## config.mk

```make
export PLATFORM = sky130hd
export DESIGN_NAME = prog_loader
export DESIGN_NICKNAME = d
export VERILOG_FILES = /design/src/rtl/prog_loader.sv
export SDC_FILE = /design/constraint.sdc
export NUM_CORES = 1
export LEC_CHECK = 0
export ABC_AREA = 1
export CAP_MARGIN = 10
export CORE_MARGIN = 4
export CORE_UTILIZATION = 25
export DETAILED_ROUTE_END_ITERATION = 7
export GPL_TIMING_DRIVEN = 0
export HOLD_SLACK_MARGIN = 0.05
export SLEW_MARGIN = 0
export SYNTH_ARGS = -nofsm -noshare
export SYNTH_HDL_FRONTEND = slang
export SYNTH_SLANG_ARGS = --single-unit
```

## constraint.sdc

```tcl
create_clock -name CLK_ip -period 1.5 [get_ports CLK_ip]
set_input_delay 0.45 -clock CLK_ip [delete_from_list [all_inputs] [get_ports CLK_ip]]
set_output_delay 0.45 -clock CLK_ip [all_outputs]
set_load 0.01 [all_outputs]
```

## src/rtl/prog_loader.sv

```systemverilog
// Serial program loader: parses 0xA5-headed frames into 15-bit instruction-memory writes.
// Optional trailing checksum byte when PROG_LOADER_CHECKSUM_EN is defined.
module prog_loader (
  input  logic        CLK_ip,
  input  logic        RST_ip,
  input  logic [7:0]  BYTE_ip,
  input  logic        BYTE_VALID_ip,
  output logic        BYTE_READY_op,
  output logic        WE_op,
  output logic [12:0] WADDR_op,
  output logic [14:0] WDATA_op,
  output logic        CPU_RST_op,
  output logic        DONE_op,
  output logic        ERR_op
);

  typedef enum logic [3:0] {
    IDLE, CNT_H, CNT_L, DAT_H, DAT_L, WRITE, CSUM, DONE, ERR
  } state_t;

  localparam logic [7:0] HEADER = 8'hA5;

`ifdef PROG_LOADER_CHECKSUM_EN
  localparam state_t AFTER_LAST = CSUM;
`else
  localparam state_t AFTER_LAST = DONE;
`endif

  state_t      state_q, state_d;
  logic [12:0] addr_q, addr_d;
  logic [12:0] cnt_q, cnt_d;
  logic [14:0] data_q, data_d;
`ifdef PROG_LOADER_CHECKSUM_EN
  logic [7:0]  csum_q, csum_d;
`endif
  logic        accept;

  // NOTE: sequential state uses non-blocking assignments so every flop samples pre-edge values.
  always_ff @(posedge CLK_ip or posedge RST_ip) begin
    if (RST_ip) begin
      state_q <= IDLE;
      addr_q  <= '0;
      cnt_q   <= '0;
      data_q  <= '0;
`ifdef PROG_LOADER_CHECKSUM_EN
      csum_q  <= '0;
`endif
    end else begin
      state_q <= state_d;
      addr_q  <= addr_d;
      cnt_q   <= cnt_d;
      data_q  <= data_d;
`ifdef PROG_LOADER_CHECKSUM_EN
      csum_q  <= csum_d;
`endif
    end
  end

  assign accept = BYTE_VALID_ip && (state_q != WRITE);

  // NOTE: every combinational output gets a default first, so no path can infer a latch.
  always_comb begin
    state_d = state_q;
    addr_d  = addr_q;
    cnt_d   = cnt_q;
    data_d  = data_q;
`ifdef PROG_LOADER_CHECKSUM_EN
    csum_d  = csum_q;
`endif
    case (state_q)
      IDLE, DONE, ERR: begin
        if (accept && BYTE_ip == HEADER) begin
          addr_d  = '0;
`ifdef PROG_LOADER_CHECKSUM_EN
          csum_d  = '0;
`endif
          state_d = CNT_H;
        end
      end
      CNT_H: begin
        if (accept) begin
          if (BYTE_ip[7:5] != 3'b000) begin
            state_d = ERR;
          end else begin
            cnt_d   = {BYTE_ip[4:0], 8'h00};
            state_d = CNT_L;
          end
        end
      end
      CNT_L: begin
        if (accept) begin
          cnt_d[7:0] = BYTE_ip;
          state_d    = ({cnt_q[12:8], BYTE_ip} == 13'd0) ? AFTER_LAST : DAT_H;
        end
      end
      DAT_H: begin
        if (accept) begin
          data_d[14:8] = BYTE_ip[6:0];
`ifdef PROG_LOADER_CHECKSUM_EN
          csum_d       = csum_q + BYTE_ip;
`endif
          state_d      = DAT_L;
        end
      end
      DAT_L: begin
        if (accept) begin
          data_d[7:0] = BYTE_ip;
`ifdef PROG_LOADER_CHECKSUM_EN
          csum_d      = csum_q + BYTE_ip;
`endif
          state_d     = WRITE;
        end
      end
      WRITE: begin
        // The write itself uses addr_q this cycle; the pointer moves on afterwards.
        addr_d  = addr_q + 13'd1;
        state_d = (addr_q + 13'd1 == cnt_q) ? AFTER_LAST : DAT_H;
      end
`ifdef PROG_LOADER_CHECKSUM_EN
      CSUM: begin
        if (accept) state_d = (BYTE_ip == csum_q) ? DONE : ERR;
      end
`endif
      default: state_d = IDLE;
    endcase
  end

  always_comb begin
    WE_op         = (state_q == WRITE);
    BYTE_READY_op = (state_q != WRITE);
    DONE_op       = (state_q == DONE);
    ERR_op        = (state_q == ERR);
    CPU_RST_op    = (state_q != DONE);
    WADDR_op      = addr_q;
    WDATA_op      = data_q;
  end

endmodule

```

==> metrics.txt <==
largest family of logic cells by synthesized area=simple AND/OR/NAND/NOR gates; FF+latch area=around 1100 um2; r2r worst-path depth=13; GR Util All Layers=0.134; critical path capture point type=output pin; dominant cell by count in the synthesized netlist=nand2_1; critical-path maximum fanout=3; min-delay worst type=in2reg; fin crit period=between 1.5 and 2 ns; Avg Inst Size Synth=around 7.6 um2; Sink Count=45; achievable frequency=about 560 MHz; Critical Path AT=approximately 1.3 ns; RSZ-0062 raised after global routing=true; Tightest Pin Transition=0.986 ns; maximum VDD drop=around 0.76 mV; Synth Register Bits=45; Initial DRT Pass Iterations=4; I/O pins=44; failing checks=negative setup slack; Multi-input gate area=between 1000 and 1500 um2; synthesized instance count=between 300 and 400; first-pass GRT wire length=between 10000 and 15000 um; row cnt=35; post-synthesis adder-cell area fraction=0.00520; IO Port Bufs=43; area leader, netlist=dfrtp_1; Hold WS=around 0.48 ns; Syn Nets=329; unique cell type count in the Yosys netlist=29; count of final hold-check violations=0; drt total wl=about 7900 um; dpl ws=-0.767 ns; nets=around 420; worst-case headroom to the max-slew limit=0.342; Ant. Diodes=0; FILL cells=a little under 1000; hold path startpoint=BYTE_ip[4]; Hold Path End=cnt_q[12]; die width=106 um; largest net degree at the start of global routing=46; Starting Density=0.259; number of antenna violations at the first check in global routing=0; Synth Area in Compound Gates=0.131; FFs w/ async S/R, synth=1.00; Area growth syn-to-layout=58.5%; Clock Tree Root=clkbuf_8; setup violators final=35; post-synthesis mux area share=0.00416; Leak=between 1.5 and 2 nW; via count=approximately 2600; EDFF count, synth=0; Synth Flop Type=dfrtp_1; critical path launch point type=register; post-synthesis sequential area ratio=0.468; # DRC=0; R2R setup slack=-0.23 ns; Synth Area in Simple Gates=0.303; H-tree depth=2; Critical Path RT=between 1 and 1.5 ns; Iteration-0 DRC Markers=around 170; Routed Antenna Nets=0; Skew-Pair Late Insertion Delay=~0.30 ns; hold-fix buffer count after cts=0; die area=approximately 11000 um2; layout cells sized above 1=0.330; GPL Wtd Cong=0.842; status=finished with violations; xor-xnor portion of the synthesized cell area=0; Setup crit start=state_q[0]; CTS buffer count=5; chip height=106 um; clk buf depth=2; Synth area leaders=dfrtp_1 47%, nand2_1 14%, inv_1 6.9%, nand3_1 6.4%, o21ai_0 5.4%; skew final=0.00870 ns; Overflow after GRT=0; Post-synth top cells=87 x nand2_1, 45 x dfrtp_1, 44 x inv_1; Yosys warnings=0; R2R Path Start=WADDR_op[0]; DR WL/cell=around 15 um; Worst-path clk slew=0.09 ns; PwrDens=roughly 2000 nW/um2; Mapped Area=between 2000 and 2500 um2; vias per cell=between 4 and 5; CTS tree=yes; reg2reg end=state_q[2]; hold path depth=3; share of Yosys cell area claimed by the top area cell type=0.468; crit path kind=reg2out; DP HPWL=about 5000 um; vias in the first global route=about 2500; core area=between 9000 and 10000 um2; Slew Viols, Final=0; setup ws final=-0.294 ns; max-cap viol count=0; fin crit share=1.20
==> how the worst max path moves through the flow <==
stage	end	depth (start not counted)
2_1_floorplan	state_q[0]	10
3_3_place_gp	BYTE_READY_op	5
3_5_place_dp	BYTE_READY_op	6
4_1_cts	BYTE_READY_op	6
5_1_grt	state_q[2]	13
6_report	BYTE_READY_op	5
==> critical path: stages (launching register included) <==
cell,delay [ns]
dfrtp_1,0.39
inv_2,0.08
nor3_4,0.24
inv_2,0.09
buf_8,0.13
buf_6,0.11
==> stage by stage <==
step	cells	area, um2	util	power [mW]	TNS, ns
floorplan	317	2430	-	4.30	-1.02
CTS	522	3400	0.366	6.73	-2.95
global route	541	3810	0.411	8.08	-7.02
finish	541	3810	0.411	7.47	-3.88
global placement	489	3020	0.326	5.51	-27.47
detailed placement	489	3020	0.326	5.57	-27.95
==> report_power, final <==
group	leakage (nW)	switching, mW	internal, mW	total [mW]
registers	0.549	0.435	1.76	2.20
clock network	0.0395	0.410	0.332	0.742
logic	1.33	2.51	2.03	4.53
==> registers in the layout, indices dropped and copies added, names as in the netlist <==
| register | flops |
|---|---|
| state_q | 4 |
| WADDR_op | 13 |
| WDATA_op | 15 |
| cnt_q | 13 |
==> cell families (layout without fill, tap and decap cells) <==
kind of cell,count (synthesis),count (layout)
AO/OA/AOI/OAI,53,53
adder cells (fa/ha/maj),1,1
buffers and inverters,53,147
flip-flops,45,45
multiplexers,1,1
AND/OR/NAND/NOR,164,165
==> layer usage <==
layer	global-route usage	share of wire	up-vias
met2	0.224	0.48	76
met3	0.0291	0.047	10
met1	0.177	0.46	1215
li1	-	-	1250
met5	0	0	-
met4	0.0361	0.013	0
==> layout make-up <==
class	count	share of cell area
Multi-Input combinational cell	220	0.365
Sequential cell	45	0.298
Timing Repair Buffer	87	0.209
Inverter	47	0.0512
Tap cell	129	0.0423
Clock buffer	8	0.0210
Buffer	5	0.0141
==> timing repair <==
item | CTS | global route
endpoints found under the hold margin | 0 | 0
endpoints found under the setup margin | 73 | 49
pin swaps | 4 | 13
cloned | 1 | 2
gates resized for setup | 108 | 73
setup buffers | 25 | 17
==> cell usage in the layout (no fill, tap or decap), types with 3 or more instances in the layout <==
master / n
buf_2: 5
buf_4: 31
buf_6: 18
clkbuf_1: 3
clkbuf_8: 5
clkdlybuf4s15_1: 5
dfrtp_1: 38
dfrtp_2: 7
dlygate4sd2_1: 20
dlymetal6s2s_1: 8
inv_1: 33
inv_2: 11
nand2_1: 80
nand2_2: 4
nand2_4: 5
nand2_8: 3
nand3_1: 28
nand4_1: 10
nor2_1: 15
nor2_2: 3
nor2_4: 4
nor3_4: 4
o21ai_0: 16
o21ai_1: 6
o21ai_2: 8
o22ai_1: 3
o22ai_2: 13
No activity file was read; power rests on OpenSTA's default activity.
